===== config.mk =====
export PLATFORM = sky130hd
export DESIGN_NAME = claa_seq_ctrl
export DESIGN_NICKNAME = d
export VERILOG_FILES = /design/src/rtl/claa_seq_pkg.sv /design/src/rtl/claa.sv /design/src/rtl/claa_seq_ctrl.sv
export SDC_FILE = /design/constraint.sdc
export NUM_CORES = 1
export LEC_CHECK = 0
export CAP_MARGIN = 25
export CORE_MARGIN = 1
export CORE_UTILIZATION = 55
export DETAILED_ROUTE_END_ITERATION = 12
export GPL_TIMING_DRIVEN = 0
export PLACE_DENSITY = 0.86
export SLEW_MARGIN = 10
export SYNTH_ARGS = -nofsm -noshare
export SYNTH_HDL_FRONTEND = slang
export SYNTH_SLANG_ARGS = --single-unit

===== constraint.sdc =====
create_clock -name clk -period 6.5 [get_ports clk]
set_clock_uncertainty 0.1 [all_clocks]
set_input_delay 0.65 -clock clk [delete_from_list [all_inputs] [get_ports clk]]
set_output_delay 0.65 -clock clk [all_outputs]
set_load 0.03 [all_outputs]

===== src/rtl/claa_seq_pkg.sv =====
// Shared types and constants for the byte-serial CLAA sequencer.
// Optional subtract mode is enabled by defining CLAA_SEQ_SUB_EN.
package claa_seq_pkg;

  localparam int CLAA_W = 8;

  typedef enum logic [1:0] {
    S_IDLE = 2'd0,
    S_RUN  = 2'd1,
    S_DONE = 2'd2
  } state_t;

endpackage


===== src/rtl/claa.sv =====
// 8-bit carry-lookahead adder slice.
// Every carry is built from generate/propagate terms, not rippled.
module claa
  import claa_seq_pkg::*;
(
  output logic [CLAA_W-1:0] R,
  output logic              C_out,
  input  logic [CLAA_W-1:0] A,
  input  logic [CLAA_W-1:0] B,
  input  logic              C_in
);

  logic [CLAA_W-1:0] g;
  logic [CLAA_W-1:0] p;
  logic [CLAA_W:0]   c;
  logic              pp;

  assign g = A & B;
  assign p = A ^ B;

  // c[i+1] = g[i] | p[i]g[i-1] | ... | p[i]..p[0]C_in
  always_comb begin
    c    = '0;
    pp   = 1'b0;
    c[0] = C_in;
    for (int i = 0; i < CLAA_W; i++) begin
      c[i+1] = g[i];
      pp     = p[i];
      for (int j = i - 1; j >= 0; j--) begin
        c[i+1] = c[i+1] | (pp & g[j]);
        pp     = pp & p[j];
      end
      c[i+1] = c[i+1] | (pp & C_in);
    end
  end

  assign R     = p ^ c[CLAA_W-1:0];
  assign C_out = c[CLAA_W];

endmodule


===== src/rtl/claa_seq_ctrl.sv =====
// Byte-serial wide adder: one shared claa slice, carry chained in a register.
// Define CLAA_SEQ_SUB_EN to add the sub port (a - b mode).
module claa_seq_ctrl
  import claa_seq_pkg::*;
#(
  parameter  int NBYTES = 4,
  localparam int W      = CLAA_W * NBYTES,
  localparam int IW     = (NBYTES > 1) ? $clog2(NBYTES) : 1
) (
  input  logic         clk,
  input  logic         rst,
  input  logic         in_valid,
  output logic         in_ready,
  input  logic [W-1:0] a,
  input  logic [W-1:0] b,
`ifdef CLAA_SEQ_SUB_EN
  input  logic         sub,
`endif
  output logic         out_valid,
  input  logic         out_ready,
  output logic [W-1:0] sum,
  output logic         c_out
);

  state_t state;
  state_t state_nxt;

  logic [W-1:0]      a_reg;
  logic [W-1:0]      b_reg;
  logic              carry;
  logic [IW-1:0]     idx;
  logic              last;
  logic [CLAA_W-1:0] slice_a;
  logic [CLAA_W-1:0] slice_b;
  logic [CLAA_W-1:0] slice_r;
  logic              slice_c;
  logic [W-1:0]      b_in;
  logic              cin0;

`ifdef CLAA_SEQ_SUB_EN
  assign b_in = sub ? ~b : b;
  assign cin0 = sub;
`else
  assign b_in = b;
  assign cin0 = 1'b0;
`endif

  assign slice_a = a_reg[CLAA_W*idx +: CLAA_W];
  assign slice_b = b_reg[CLAA_W*idx +: CLAA_W];
  assign last    = (idx == IW'(NBYTES - 1));

  claa u_claa (
    .R     (slice_r),
    .C_out (slice_c),
    .A     (slice_a),
    .B     (slice_b),
    .C_in  (carry)
  );

  always_comb begin
    state_nxt = state;
    in_ready  = 1'b0;
    out_valid = 1'b0;
    unique case (state)
      S_IDLE: begin
        in_ready = 1'b1;
        if (in_valid) state_nxt = S_RUN;
      end
      S_RUN: begin
        if (last) state_nxt = S_DONE;
      end
      S_DONE: begin
        out_valid = 1'b1;
        if (out_ready) state_nxt = S_IDLE;
      end
      default: state_nxt = S_IDLE;
    endcase
  end

  always_ff @(posedge clk or posedge rst) begin
    if (rst) begin
      state <= S_IDLE;
      a_reg <= '0;
      b_reg <= '0;
      carry <= 1'b0;
      idx   <= '0;
      sum   <= '0;
      c_out <= 1'b0;
    end else begin
      state <= state_nxt;
      unique case (state)
        S_IDLE: begin
          if (in_valid) begin
            a_reg <= a;
            b_reg <= b_in;
            carry <= cin0;
            idx   <= '0;
          end
        end
        S_RUN: begin
          sum[CLAA_W*idx +: CLAA_W] <= slice_r;
          carry <= slice_c;
          if (last) begin
            c_out <= slice_c;
            idx   <= '0;
          end else begin
            idx <= idx + IW'(1);
          end
        end
        default: ;
      endcase
    end
  end

endmodule

==> flow_summary.toml, run 1 <==
[worst_setup_path]
crit_path_max_incr_delay_ns = 0.64
critical_path_start_type = "register"
critical_path.max_fanout = 10
setup_cp_type = "reg -> reg"
setup.worst_path.end_class = "register"
crit_chain = "clkbuf_1, buf_2, mux4_2, ha_1, a21o_1, a2111oi_4, a21oi_2, o31a_1"
cp_data_arrival_time_ns = 3.90
required_ns = 6.65
cp_slowest_cell = "a2111oi_4"

[global_route]
overflow = 0
antenna_found_initial = 0
via_count_of_the_first_global_routing_pass = 3977
grt_pass1_wl_mm = 19.7
global_router_s_overall_resource_usage = 0.291
pin_count_of_the_biggest_net_entering_global_routing = 53

[clock_network]
ctsLongestPathBuffers = 2
tritoncts = "done"
clk_pin_slew_ns = 0.09
postCtsSetupBuffers = 0
numCtsBuffers = 9
number_of_clock_sinks = 102
holdBufCountCts = 0
clockRootBuffer = "clkbuf_8"
post_cts_resized = 0
clk-insertion-delay-late_ns = 0.36
ctsHtreeMaxLevel = 3

[die]
placement_rows = 33
die_x_um = 95.4
floorplan.io_pins = 103
floorplan.initialDensity = 0.575
coreArea_mm2 = 0.00834
die_area_mm2 = 0.00910
die_height_um = 95.4

[logic_synthesis]
netlist.top_cell.by_area = "dfrtp_1"
synth_area_per_cell_um2 = 10.4
synth_warnings = 0
syn-num-nets = 543
synth-edff-count = 0
yosys-top-cells-area = "dfrtp_1 (53%), nand2_1 (16%), mux4_2 (7.5%), a22o_1 (3.7%), ha_1 (3.7%)"
synth_cell_types = 45
syn_inst = 460
syn-cell-area_mm2 = 0.00480
dominantRegCellSynth = "dfrtp_1"
synth_top_area_frac = 0.532
synth-seq-cells = 102
ys_seq_area_frac = 0.532
postSynth.asyncResetShare = 1.00

[sta]
finalSetupViolCount = 0
timing_max_transition_violations_final = 0
fmax_mhz = 267
relSlewSlack = 0.442
worstMarginPinSlew_ns = 0.829
final.setup.tns_ns = 0
fin_hold_ws_ns = 0.376
worst_slack_ns = 2.76
period_needed_ns = 3.74
rsz0062_at_grt = "no"
hold_viol = 0
timing.final.crit_share = 0.576

[detailed_routing]
routed-via-count = 3986
post-route-drc-count = 0
final_wirelength_mm = 12.2
post_route_antenna_net_violation_count = 0
vias_per_cell = 5.84
wl_per_cell_um = 17.8
detail_route.first_pass.iterations = 7
drt-initial-drc-count = 239

[finish]
layout_cell_share_with_drive_strength_beyond_1 = 0.0900
final_cell_mix = "nand2_1 (203), dfrtp_1 (102), clkdlybuf4s50_1 (102)"
area_growth_syn_to_layout_pct = 28.6
n_fill_cell = 588
insertedDiodeCount = 0
nets = 657
mostFrequentLayoutCell = "nand2_1"

[placement]
numPortBuffers = 102
place.gp.congestion = 0.839
post_place_setup_slack_ns = 2.86
dp.final_hpwl_mm = 8.86

[power_and_ir_drop]
power.ir.vdd_worst_v = 0.000224
cellPowerDensity_mw_per_mm2 = 543
total_leakage_power_nw = 2.93

[hold_path]
min-delay-path-class = "reg -> reg"

[status]
outcome = "finished, final reports clean"

[flow_run]
maxCapViolations = 0
==> synth_stat cells (3+ instances only) <==
library cell  instances
o31ai_1               5
nand2_1             203
o31a_1                3
mux4_2               16
a2111o_1              4
nand2b_1              3
a21o_1                3
nand3b_4              3
clkbuf_1              7
nand4_1               4
xnor2_1               3
a32oi_1               4
dfrtp_1             102
ha_1                 14
buf_1                 7
nor4_2                3
o21ai_0               9
and2_1                3
buf_2                 6
a22o_1               20
inv_1                 3
or4_1                 3
nand3_1               6
==> power by group <==
part	switching [mW]	internal [mW]	total, mW	leakage [nW]
clock	0.211	0.187	0.398	0.0887
sequential	0.152	0.891	1.04	1.31
combinational	1.17	0.740	1.91	1.54
==> critical path: cells and delay by family (launching register included) <==
family / cells / cell delay [ns]
flops: 1 / 0.42
buf+inv: 2 / 1.03
mux: 1 / 0.36
fa+ha+maj: 1 / 0.38
compound gates: 4 / 1.33
==> metrics by stage <==
stage	area, µm²	util	std cells	total power [mW]
floorplan	4800	-	460	2.35
global placement	5950	0.713	667	2.83
detailed placement	5980	0.717	668	2.93
CTS	6170	0.740	683	3.34
global route	6170	0.740	683	3.57
finish	6170	0.740	683	3.35
==> path summary, 6_finish.rpt <==
path | cells past startpoint | to | from | slack [ns]
setup / recovery | 8 | c_out | idx[1] | 2.76
hold / removal | 2 | b_reg[8] | b_reg[8] | 0.38
setup reg to reg | 8 | c_out | idx[1] | 2.76
hold reg to reg | 2 | b_reg[8] | b_reg[8] | 0.38
max in group asynchronous | 3 | c_out | rst | 5.01
min in group asynchronous | 2 | a_reg[5] | rst | 0.62
==> kinds of logic (layout without fill, tap and decap cells) <==
family,Yosys count,after routing,share of synthesized area
flip-flops,102,102,0.532
multiplexers,16,16,0.0751
AND/OR/NAND/NOR,239,239,0.220
AO/OA/AOI/OAI,58,58,0.102
XOR/XNOR,4,4,0.00730
adder cells (fa/ha/maj),15,15,0.0407
buffers and inverters,26,144,0.0227
==> layer usage <==
metal | share of wire | vias to the layer above | global-route usage | wire, µm
met3 | 0.064 | 31 | 0.0423 | 783
met5 | 0 | - | 0 | 0
met2 | 0.50 | 195 | 0.485 | 6050
met4 | 0.032 | 0 | 0.123 | 386
li1 | - | 1808 | - | -
met1 | 0.41 | 1952 | 0.381 | 4950
==> cell type report <==
class / count / area, µm² / area share
multi-input cells: 332 / 2140 / 0.346
inverters: 5 / 21.3 / 0.00345
well taps: 105 / 131 / 0.0213
repair buffers: 103 / 1050 / 0.170
clock inverters: 3 / 45.0 / 0.00730
plain buffers: 21 / 90.1 / 0.0146
flip-flops and latches: 102 / 2550 / 0.414
clock buffers: 12 / 145 / 0.0235
Note: power is estimated with default switching activity, not from simulation.
==> inputs of run 2 (changes only) <==
CORE_UTILIZATION = 51   (was 55)
PLACE_DENSITY = 0.8   (was 0.86)
clock period = 3.62 ns   (was 6.5 ns; I/O delays follow)
==> run 2 against run 1 <==
Largest power group unchanged. Fmax grew 10%. Wire length up 1.4%. Die area grew 7.7%. Combinational power is 84% higher. Count of clock-buffer cells in the layout shrank 2. Cell count rose by 1.0%. Hold slack worse by 0.092 ns. Sequential power rose by 81%. Non-clock buffer count grew 1. Flip-flop and latch count stayed put. Clock power up 100%.
==> flow_summary.toml, run 2 (synthesized netlist as in run 1, its figures left out) <==
[detailed_routing]
post-route-drc-count = 0
detail_route.first_pass.iterations = 5
final_wirelength_mm = 12.3
drt-initial-drc-count = 224
post_route_antenna_net_violation_count = 0
routed-via-count = 3988
wl_per_cell_um = 17.9
vias_per_cell = 5.78

[global_route]
grt_pass1_wl_mm = 19.7
global_route_hottest_layer = "met2"
globalRouteMet2Util = 0.449
via_count_of_the_first_global_routing_pass = 3987
overflow = 0
global_route.usage.met3 = 0.0390
pin_count_of_the_biggest_net_entering_global_routing = 62
antenna_found_initial = 0
grt_util_met1 = 0.345
global_router_s_overall_resource_usage = 0.265

[clock_network]
clk-insertion-delay-late_ns = 0.38
numCtsBuffers = 9
clockRootBuffer = "clkbuf_8"
number_of_clock_sinks = 102
clk_pin_slew_ns = 0.10
ctsLongestPathBuffers = 2
holdBufCountCts = 0
tritoncts = "done"
ctsHtreeMaxLevel = 3

[die]
die_x_um = 99.0
die_height_um = 99.0
coreArea_mm2 = 0.00920
placement_rows = 35
floorplan.initialDensity = 0.522
die_area_mm2 = 0.00980
floorplan.io_pins = 103

[sta]
timing.final.crit_share = 0.940
final.setup.tns_ns = 0
relSlewSlack = 0.419
fmax_mhz = 294
worstMarginPinSlew_ns = 0.864
finalSetupViolCount = 0
fin_hold_ws_ns = 0.284
hold_viol = 0
rsz0062_at_grt = "no"
timing_max_transition_violations_final = 0
period_needed_ns = 3.40

[worst_setup_path]
cp_data_arrival_time_ns = 3.61
terminus_of_the_critical_flop_to_flop_path = "sum[13]"
r2r_start = "idx[0]"
setup_cp_type = "reg -> reg"
rrSetupSlack_ns = 0.22
required_ns = 3.82
critical_path.max_fanout = 10
critical_path_start_type = "register"
r2r.worst_path.cells = 9
setup.worst_path.end_class = "register"

[finish]
nets = 658
area_growth_syn_to_layout_pct = 30.0
final_cell_mix = "nand2_1 (203), dfrtp_1 (102), clkdlybuf4s50_1 (102)"
mostFrequentLayoutCell = "nand2_1"
layout.core_utilization = 0.678
layout_cell_share_with_drive_strength_beyond_1 = 0.100
insertedDiodeCount = 0

[hold_path]
min-delay-path-class = "in -> async"

[placement]
dp.final_hpwl_mm = 9.04
place.gp.congestion = 0.853
numPortBuffers = 102

[status]
outcome = "finished, final reports clean"

[power_and_ir_drop]
cellPowerDensity_mw_per_mm2 = 994
p_total_mw = 6.20
power.ir.vdd_worst_v = 0.000459
total_leakage_power_nw = 2.96

[flow_run]
maxCapViolations = 0
-- run 2: cell types whose count changed in the layout (fill, tap and decap cells not counted) --
cell / previous run / this run
buf_2: 6 / 4
buf_4: 1 / 2
bufinv_16: 1 / 2
clkbuf_1: 9 / 6
clkbuf_2: 0 / 1
clkbuf_4: 0 / 2
clkinv_4: 0 / 1
nor4_1: 1 / 0
nor4_2: 3 / 4
nor4b_1: 1 / 0
nor4b_2: 1 / 2
-- run 2: worst max-delay path by stage --
stage	from	end	slack [ns]	cells after the start
floorplan	rst	a_reg[0]	0.48	1
global placement	rst	b_reg[13]	-0.83	2
detailed placement	idx[1]	c_out	-0.08	8
CTS	idx[0]	c_out	0.05	8
global route	idx[0]	sum[13]	0.03	9
finish	idx[0]	sum[13]	0.22	9
-- run 2: layout make-up --
type,instances,area [µm²]
plain buffers,21,96.3
clock buffers,10,138
clock inverters,5,83.8
fillers,710,2960
inverters,5,21.3
multi-input cells,332,2150
flip-flops and latches,102,2550
well taps,111,139
repair buffers,104,1060
-- run 2: repair_timing --
action / 4_1_cts / 5_1_grt
gates cloned: 0 / 0
buffers inserted: 0 / 1
pin swaps: 1 / 1
gates resized for setup: 1 / 4
endpoints found under the setup margin: 5 / 14
-- run 2: worst max-delay path, stage by stage (launching register included) --
cell and delay (ns):
dfrtp_1 0.53, clkbuf_4 0.35, clkbuf_4 0.30, mux4_2 0.39, ha_1 0.46, nand2_1 0.12, or3_1 0.30, buf_2 0.20
a211oi_2 0.37, a22o_1 0.19
-- run 2: per-stage QoR --
| stage | setup WS [ns] | area, µm² | instances |
|---|---|---|---|
| floorplan | 0.483 | 4800 | 460 |
| detailed placement | -0.0810 | 5990 | 674 |
| global placement | -0.828 | 5960 | 673 |
| global route | 0.0332 | 6240 | 690 |
| CTS | 0.0536 | 6210 | 689 |
| finish | 0.217 | 6240 | 690 |
-- run 2: metal layers --
layer	part of all wire	wire length (µm)	up-vias
met4	0.024	302	0
met5	0	0	-
met2	0.50	6210	184
met3	0.059	726	26
li1	-	-	1811
met1	0.41	5110	1967
-- run 2: where the power goes --
part           internal (mW)  leakage (nW)  switching, mW  total (mW)
Clock                  0.406         0.105          0.393       0.799
Sequential              1.60          1.31          0.281        1.88
Combinational           1.38          1.55           2.14        3.52
